$ cat config.mk
export PLATFORM = sky130hd
export DESIGN_NAME = mem_access_ctrl_flat
export DESIGN_NICKNAME = d
export VERILOG_FILES = /design/src/rtl/mem_pkg.sv /design/src/rtl/mem_access_ctrl_if.sv /design/src/rtl/mem_access_ctrl_load_ext.sv /design/src/rtl/mem_access_ctrl.sv /design/src/flat_wrapper.sv
export SDC_FILE = /design/constraint.sdc
export NUM_CORES = 1
export LEC_CHECK = 0
export CAP_MARGIN = 20
export CORE_ASPECT_RATIO = 0.75
export CORE_MARGIN = 1.5
export CORE_UTILIZATION = 47
export CTS_CLUSTER_SIZE = 20
export DETAILED_ROUTE_END_ITERATION = 6
export GPL_TIMING_DRIVEN = 0
export PLACE_DENSITY_LB_ADDON = 0.3
export SYNTH_ARGS = -nofsm -noshare
export SYNTH_HDL_FRONTEND = slang
export SYNTH_SLANG_ARGS = --single-unit
export TNS_END_PERCENT = 50
$ cat constraint.sdc
create_clock -name clk -period 4.98 [get_ports clk]
set_input_delay 0.996 -clock clk [delete_from_list [all_inputs] [get_ports clk]]
set_output_delay 0.996 -clock clk [all_outputs]
set_load 0.02 [all_outputs]
$ cat src/rtl/mem_pkg.sv
// Shared types for the load/store access controller.
// funct3 width codes, state encoding and a validity helper.
package mem_pkg;

  localparam logic [2:0] F3_B  = 3'b000;
  localparam logic [2:0] F3_H  = 3'b001;
  localparam logic [2:0] F3_W  = 3'b010;
  localparam logic [2:0] F3_BU = 3'b100;
  localparam logic [2:0] F3_HU = 3'b101;

  localparam logic [1:0] SZ_B = 2'b00;
  localparam logic [1:0] SZ_H = 2'b01;
  localparam logic [1:0] SZ_W = 2'b10;

  typedef enum logic [1:0] {
    IDLE,
    READ,
    WRITE,
    DONE
  } state_e;

  function automatic logic f3_valid(input logic [2:0] f);
    return (f == F3_B) || (f == F3_H) || (f == F3_W) ||
           (f == F3_BU) || (f == F3_HU);
  endfunction

endpackage

$ cat src/rtl/mem_access_ctrl_if.sv
// Request/response and memory-side bundle of the access controller.
// slave is the controller view, master the requester/memory view.
interface mem_access_ctrl_if;

  logic        req;
  logic        wr;
  logic [2:0]  funct3;
  logic [31:0] addr;
  logic [31:0] wdata;
  logic [31:0] rdata;
  logic        done;
  logic        busy;
  logic        err;
  logic [31:0] mem_addr;
  logic [31:0] mem_din;
  logic        mem_we;
  logic [31:0] mem_rd;

  modport slave (
    input  req, wr, funct3, addr, wdata, mem_rd,
    output rdata, done, busy, err,
    output mem_addr, mem_din, mem_we
  );

  modport master (
    output req, wr, funct3, addr, wdata, mem_rd,
    input  rdata, done, busy, err,
    input  mem_addr, mem_din, mem_we
  );

endinterface

$ cat src/rtl/mem_access_ctrl_load_ext.sv
// Load lane select and sign/zero extension.
// Byte lane by lane_i, half lane by lane_i[1].
module load_ext
  import mem_pkg::*;
(
  input  logic [31:0] word_i,
  input  logic [1:0]  lane_i,
  input  logic [2:0]  funct3_i,
  output logic [31:0] data_o
);

  logic [7:0]  b;
  logic [15:0] h;

  assign b = word_i[{lane_i, 3'b000} +: 8];
  assign h = word_i[{lane_i[1], 4'b0000} +: 16];

  always_comb begin
    data_o = word_i;
    unique case (1'b1)
      (funct3_i == F3_B):  data_o = {{24{b[7]}}, b};
      (funct3_i == F3_BU): data_o = {24'h0, b};
      (funct3_i == F3_H):  data_o = {{16{h[15]}}, h};
      (funct3_i == F3_HU): data_o = {16'h0, h};
      default: ;
    endcase
  end

endmodule

$ cat src/rtl/mem_access_ctrl.sv
// RV32I load/store controller with read-modify-write for sub-word stores.
// MEM_MISALIGN_TRAP_EN: trap misaligned half/word accesses instead of aligning.
module mem_access_ctrl
  import mem_pkg::*;
#(
  parameter int MEM_AW = 10
) (
  input logic clk,
  input logic rst,
  mem_access_ctrl_if.slave bus
);

  state_e            state_q, state_d;
  logic [MEM_AW+1:0] addr_q, addr_d;
  logic [31:0]       wdata_q, wdata_d;
  logic [31:0]       merge_q, merge_d;
  logic [31:0]       rdata_q, rdata_d;
  logic [2:0]        f3_q, f3_d;
  logic              wr_q, wr_d;
  logic              err_q, err_d;
  logic [31:0]       ext;
  logic [31:0]       merged;
  logic              mis;
  logic              unused_addr;

  assign unused_addr = ^bus.addr[31:MEM_AW+2];

`ifdef MEM_MISALIGN_TRAP_EN
  assign mis = ((bus.funct3[1:0] == SZ_H) && bus.addr[0]) ||
               ((bus.funct3[1:0] == SZ_W) && (bus.addr[1:0] != 2'b00));
`else
  assign mis = 1'b0;
`endif

  load_ext u_ext (
    .word_i   (bus.mem_rd),
    .lane_i   (addr_q[1:0]),
    .funct3_i (f3_q),
    .data_o   (ext)
  );

  always_comb begin
    merged = merge_q;
    unique case (1'b1)
      (f3_q[1:0] == SZ_B):
        merged[{addr_q[1:0], 3'b000} +: 8] = wdata_q[7:0];
      (f3_q[1:0] == SZ_H):
        merged[{addr_q[1], 4'b0000} +: 16] = wdata_q[15:0];
      default: ;
    endcase
  end

  always_comb begin
    state_d = state_q;
    addr_d  = addr_q;
    wdata_d = wdata_q;
    merge_d = merge_q;
    rdata_d = rdata_q;
    f3_d    = f3_q;
    wr_d    = wr_q;
    err_d   = err_q;
    unique case (state_q)
      IDLE: begin
        if (bus.req) begin
          addr_d  = bus.addr[MEM_AW+1:0];
          wdata_d = bus.wdata;
          f3_d    = bus.funct3;
          wr_d    = bus.wr;
          err_d   = 1'b0;
          if (!f3_valid(bus.funct3) || mis) begin
            err_d   = 1'b1;
            state_d = DONE;
          end else if (bus.wr && bus.funct3[1:0] == SZ_W) begin
            state_d = WRITE;
          end else begin
            state_d = READ;
          end
        end
      end
      READ: begin
        if (wr_q) begin
          merge_d = bus.mem_rd;
          state_d = WRITE;
        end else begin
          rdata_d = ext;
          state_d = DONE;
        end
      end
      WRITE:   state_d = DONE;
      DONE:    state_d = IDLE;
      default: state_d = IDLE;
    endcase
  end

  always_ff @(posedge clk or posedge rst) begin
    if (rst) begin
      state_q <= IDLE;
      addr_q  <= '0;
      wdata_q <= '0;
      merge_q <= '0;
      rdata_q <= '0;
      f3_q    <= '0;
      wr_q    <= 1'b0;
      err_q   <= 1'b0;
    end else begin
      state_q <= state_d;
      addr_q  <= addr_d;
      wdata_q <= wdata_d;
      merge_q <= merge_d;
      rdata_q <= rdata_d;
      f3_q    <= f3_d;
      wr_q    <= wr_d;
      err_q   <= err_d;
    end
  end

  // mem_we decodes straight from state so reset kills it asynchronously
  assign bus.mem_we   = (state_q == WRITE);
  assign bus.mem_din  = (state_q != WRITE) ? 32'h0 :
                        (f3_q[1:0] == SZ_W) ? wdata_q : merged;
  assign bus.mem_addr = (state_q == IDLE) ? 32'h0 :
                        {{(30-MEM_AW){1'b0}}, addr_q[MEM_AW+1:2]};
  assign bus.done     = (state_q == DONE);
  assign bus.busy     = (state_q != IDLE);
  assign bus.err      = (state_q == DONE) && err_q;
  assign bus.rdata    = rdata_q;

endmodule

$ cat src/flat_wrapper.sv
// flat-port wrapper written by rule: the top's interface ports become plain ports
module mem_access_ctrl_flat import mem_pkg::*;
#(
  parameter int MEM_AW = 10
)
  (clk, rst, bus_req, bus_wr, bus_funct3, bus_addr, bus_wdata, bus_mem_rd, bus_rdata, bus_done, bus_busy, bus_err, bus_mem_addr, bus_mem_din, bus_mem_we);
  mem_access_ctrl_if bus_i ();
  input logic clk;
  input logic rst;
  input wire logic [$bits(bus_i.req)-1:0] bus_req;
  input wire logic [$bits(bus_i.wr)-1:0] bus_wr;
  input wire logic [$bits(bus_i.funct3)-1:0] bus_funct3;
  input wire logic [$bits(bus_i.addr)-1:0] bus_addr;
  input wire logic [$bits(bus_i.wdata)-1:0] bus_wdata;
  input wire logic [$bits(bus_i.mem_rd)-1:0] bus_mem_rd;
  output wire logic [$bits(bus_i.rdata)-1:0] bus_rdata;
  output wire logic [$bits(bus_i.done)-1:0] bus_done;
  output wire logic [$bits(bus_i.busy)-1:0] bus_busy;
  output wire logic [$bits(bus_i.err)-1:0] bus_err;
  output wire logic [$bits(bus_i.mem_addr)-1:0] bus_mem_addr;
  output wire logic [$bits(bus_i.mem_din)-1:0] bus_mem_din;
  output wire logic [$bits(bus_i.mem_we)-1:0] bus_mem_we;
  assign bus_i.req = bus_req;
  assign bus_i.wr = bus_wr;
  assign bus_i.funct3 = bus_funct3;
  assign bus_i.addr = bus_addr;
  assign bus_i.wdata = bus_wdata;
  assign bus_i.mem_rd = bus_mem_rd;
  assign bus_rdata = bus_i.rdata;
  assign bus_done = bus_i.done;
  assign bus_busy = bus_i.busy;
  assign bus_err = bus_i.err;
  assign bus_mem_addr = bus_i.mem_addr;
  assign bus_mem_din = bus_i.mem_din;
  assign bus_mem_we = bus_i.mem_we;
  mem_access_ctrl #(.MEM_AW(MEM_AW)) u_core (.clk(clk), .rst(rst), .bus(bus_i));
endmodule
Yosys cells after proc, flatten, opt, wreduce, memory -nomap -nowiden
Cells that the tools add are included.

cells by class
  $add $sub $neg = 2
  multiply operators = 0
  div/mod/pow operators = 0
  order comparisons = 0
  eq/ne operators = 15
  shifts and indexed selects = 6
  multiplexer cells = 13
  bitwise gates (word level) = 1
  reduce and logical (&&, ||, !) cells = 14

operators by type and width
  operator                                               number
  case mux 32 bit (4 select lines)                       1
  bitwise mux 32 bit                                     2
  two-way mux 32 bit                                     2
  case mux 32 bit (2 select lines)                       1
  variable shift 16 x 7 -> 32 bit, first input constant  1
  variable shift 8 x 7 -> 32 bit, first input constant   1
  indexed part select 16 x 7 -> 32 bit                   1
  indexed part select 32 x 6 -> 16 bit                   1
  indexed part select 32 x 6 -> 8 bit                    1
  indexed part select 8 x 7 -> 32 bit                    1
  negation 5 -> 7 bit                                    2
  equality test 3 bit, second input constant             4
  two-way mux 10 bit                                     1
  equality test 2 bit, second input constant             4
  case mux 2 bit (4 select lines)                        1
  equality test 3 x 1 -> 1 bit, second input constant    2
  zero test 3 bit                                        2
  two-way mux 2 bit                                      3
  AND reduction 2 bit                                    3
  equality test 2 x 1 -> 1 bit, second input constant    2
  zero test 2 bit                                        2
  logical OR 1 bit                                       4
  != test 2 bit, second input constant                   2
  equality test 3 x 2 -> 1 bit, second input constant    1
  4 further kinds                                        6

storage, ports and cells
  bits in registers = 115
  bits in latches = 0
  memory bits (writable) = 0
  ROM bits = 0
  bits of input ports = 103
  output and inout port bits = 100
  logic and storage cells = 59
  memories kept = 0

Depth between registers and ports, before layout
  depth after elaboration = 8
  depth in mapped cells = 8
  mapped depth without buffers = 6

By module
A second synthesis with hierarchy kept.

second synthesis, totals
  cells, all modules = 670
  area total of the unflattened synthesis = 7141.8 um^2

by module, submodules not included
  module           times used  cells an instance  area each (um^2)  seq. area each (um^2)
  mem_access_ctrl  1           542                6297.3            2877.8
  load_ext         1           128                844.6             0.0

Least setup slack after synthesis
Ideal clock, no wire load.

  path type = register -> output
  start point = register u_core.addr_q[1]
  end point = output bus_mem_din[24]
  arrival = 2392 ps
  required time = 3984 ps
  path slack = 1592 ps
  stages on the path, launching flop included = 9
  path buffers = 3
  cell sequence = dfrtp_1 buf_6 inv_1 clkbuf_1 ha_1 or4_1 buf_2 a2bb2oi_1 a21oi_1

between the ends
  longest elaborated chain between the ends = 6
  elaborated cells on any way between the ends = 11
  classes of those cells = add/sub: 2; shift: 4; mux: 5

RTL lines
  element                                                             RTL line                                      text
  start: declaration                                                  mem_access_ctrl.sv:14                         logic [MEM_AW+1:0] addr_q, addr_d;
  start signal: assignment                                            mem_access_ctrl.sv:107                        addr_q <= addr_d;
  negation 5 -> 7 bit, on equally long branches                       mem_access_ctrl.sv:48, mem_access_ctrl.sv:46
  indexed part select 16 x 7 -> 32 bit, or another cell as far along  mem_access_ctrl.sv:48                         merged[{addr_q[1], 4'b0000} +: 16] = wdata_q[15:0];
  bitwise mux 32 bit, on equally long branches                        mem_access_ctrl.sv:48, mem_access_ctrl.sv:46
  case mux 32 bit (2 select lines) (*)                                mem_access_ctrl.sv:44                         unique case (1'b1)
  two-way mux 32 bit (*)                                              mem_access_ctrl.sv:120                        (f3_q[1:0] == SZ_W) ? wdata_q : merged;
  two-way mux 32 bit (*)                                              mem_access_ctrl.sv:119                        assign bus.mem_din = (state_q != WRITE) ? 32'h0 :
  end: declaration                                                    flat_wrapper.sv:21                            output wire logic [$bits(bus_i.mem_din)-1:0] bus_mem_din;

Every way passes the cells marked *; elsewhere a longest branch is shown, timed or not.

Final worst setup path
  start point = register u_core.addr_q[1]
  end point = output bus_mem_din[29]

Same word-level chain as after synthesis.

==> flow_metrics.tcl <==
set metrics [dict create \
    status "complete, no violations" \
    hpwl_um 15700 \
    relSlewSlack_pct 51.3 \
    yosys_warnings 0 \
    ir_worst_vdd_v 0.000380 \
    die_w_um 138 \
    firstDrtPassIters 6 \
    syn_area_per_cell_um2 10.5 \
    p_comb_share_pct 54.7 \
    port_buffers 160 \
    switching_share_pct 41.3 \
    wire_per_inst_um 20.6 \
    pin_count 203 \
    grt_pass1_wl_um 31500 \
    synth_area_um2 6410 \
    n_antenna_cell 0 \
    cp-startpoint "u_core.addr_q[1]" \
    ys_ff_latch 115 \
    vias_per_cell 5.75 \
    p_int_mw 3.95 \
    synth_cell_type_count 55 \
    track_usage_pct 29.7 \
    nets 926 \
    drt-initial-drc-count 438 \
    synthFlopType "dfrtp_1" \
    synth_compound_area_share_pct 17.4 \
    cts_tree "done" \
    clock_power_share_pct 18.5 \
    synth-seq-area-share_pct 44.9 \
    h-tree-depth 4 \
    p_total_mw 6.73 \
    clk_pin_slew_worst_paths_ps 50 \
    final_hold_viol_count 0 \
    routed_wirelength_um 20500 \
    critPathRequiredTime_ps 3980 \
    cts_root_buffer "clkbuf_16" \
    crit_path_start_kind "register" \
    reg2reg_depth 7 \
    final_antenna_net_count 0 \
    fillers 1001 \
    drive_above_1_share_pct 20.8 \
    synth_edf_count 0 \
    initial_core_util_pct 48.8 \
    layout_min_cycle_time_ps 4780 \
    worstSetupPathType "reg2out" \
    drv_slew 0 \
    die_area_um2 14400 \
    synth_top_area_cell "dfrtp_1" \
    hold_buffers 0 \
    grt_pass1_vias 5656 \
    finalCritPeriodShare_pct 96.0 \
    synth-adder-area-share_pct 1.76 \
    synthCells 612 \
    rows 36 \
    die_y_um 104 \
    clockBufferDepth 2 \
    synth_xor_xnor_area_share_pct 0 \
    clock.fmax_mhz 209 \
    layout_common_cells "clkdlybuf4s50_1 (160), dfrtp_1 (115), mux2_2 (87), nand2_1 (39), a21oi_1 (37)" \
    cts_buffers 17 \
    overflow 0 \
    synthMuxAreaShare_pct 17.2 \
    grt_max_degree 66 \
    drc 0 \
    leakagePower_nw 3.82 \
    async_flop_share_pct 100 \
    cts_resized 0 \
    r2r-start "u_core.state_q[1]" \
    setup_violations 0 \
    cp_max_fo 12 \
    rsz0062_at_grt "false" \
    ys_top_cells_by_area "dfrtp_1 (45%), mux2_2 (15%), a2bb2oi_1 (3.1%), a21oi_1 (2.9%), buf_4 (2.7%)" \
    end_kind "primary output" \
    min_path_cells 2 \
    synth.top_cell.area_share_pct 44.9 \
    dp_cells 965 \
    core_um2 13200 \
    stdcell_count 998 \
    hold_path_class "reg2reg" \
    min-delay-start "u_core.bus.rdata[3]" \
    antenna_found_initial 0 \
    cp.arrival_ps 3780 \
    fin_skew_ps 8.21 \
    layout_commonest_cell "clkdlybuf4s50_1" \
    numClockSinks 115 \
    vias 5737 \
    clock_latency_ps 420 \
    seqPwrFrac_pct 26.7 \
    netSwitchingPower_mw 2.78 \
    tightest_slew_ps 730 \
    syn2layout_area_growth_pct 39.5 \
    cap_viol_max_count 0 \
    p_per_area_nw_per_um2 752 \
    post_cts_buffers 0 \
    place_congestion 0.907 \
    synth_top_family_by_area "compound AO/OA/AOI/OAI gates" \
    synthSimpleGateAreaFrac_pct 12.6 \
]
-- state kept, by name (all words and copies together), names as in the netlist --
register          flops
u_core.bus.rdata     32
u_core.f3_q           3
u_core.state_q        2
u_core.wdata_q       32
u_core.wr_q           1
u_core.addr_q        12
u_core.err_q          1
u_core.merge_q       32
-- power groups by stage --
stage	Combinational (mW)	Clock (mW)	Sequential, mW
after floorplan	2.21	0	1.81
after global placement	3.54	0	1.78
after detailed placement	3.62	0	1.80
after CTS	3.65	1.26	1.79
after global routing	3.94	1.30	1.85
final	3.68	1.25	1.80
-- worst max-delay path, cell delays in order (launching register included) --
cell	delay, ps
dfrtp_1	420
buf_6	170
inv_1	80
clkbuf_1	520
ha_1	380
or4_1	560
buf_2	200
a2bb2oi_1	160
a21oi_1	220
clkdlybuf4s50_1	650
-- per-layer routing --
layer / part of all wire [%] / track usage [%]
met5: 0 / 0
met4: 1.5 / 9.75
met3: 7.9 / 6.48
met2: 46 / 43.7
met1: 45 / 43.4
-- worst paths after layout --
| check | end | slack [ps] |
|---|---|---|
| max in group asynchronous | u_core.merge_q[29] | 3210 |
| min | u_core.bus.rdata[3] | 490 |
| min in group asynchronous | u_core.addr_q[6] | 1020 |
| min reg2reg | u_core.bus.rdata[3] | 490 |
| max | bus_mem_din[29] | 200 |
| max reg2reg | u_core.bus.rdata[6] | 2870 |
-- synthesized netlist by cell type (all sizes together), types with 2 or more instances --
library cell and instances:
o21ai 30, nand4 2, or4 2, a21boi 4, o22ai 9, mux2 88
dfrtp 115, inv 8, a31oi 8, a2bb2oi 23, ha 9, nor3 3
a211oi 3, and2 3, clkbuf 20, a21oi 37, nand2 39, buf 44
a222oi 3, clkinv 2, a21o 2, mux2i 11, a22o 17, a221o 7
o221ai 2, o311ai 2, nor2b 15, nor3b 2, nor2 36, nand2b 17
nand3 30, o31ai 5, or3 2
-- cells by family after synthesis --
| logic type | Yosys count |
|---|---|
| and+or+nand+nor | 155 |
| adders and majority gates | 9 |
| muxes | 99 |
| DFF | 115 |
| other | 1 |
| buffers and inverters | 74 |
| AOI/OAI and AO/OA | 159 |
-- stage by stage --
step	worst slack, ps	hold WS, ps	instance area [um^2]	TNS (ps)	util [%]
3_5_place_dp	669	482	8340	0	63.4
2_1_floorplan	940	465	6490	0	-
6_report	199	492	8950	0	68.0
5_1_grt	88.9	514	8950	0	68.0
4_1_cts	211	494	8940	0	68.0
3_3_place_gp	-537	478	8310	-60550	63.2
-- cell type report --
| class | instances | area [um^2] | area share (%) |
|---|---|---|---|
| multi-input combinational | 444 | 3220 | 36.0 |
| sequential | 115 | 2880 | 32.2 |
| timing repair buffer | 162 | 1630 | 18.3 |
| clock buffer | 22 | 474 | 5.30 |
| buffer | 64 | 355 | 3.97 |
| tap | 171 | 214 | 2.39 |
| clock inverter | 10 | 130 | 1.45 |
| inverter | 10 | 40.0 | 0.447 |
Note: power is estimated with default switching activity, not from simulation.
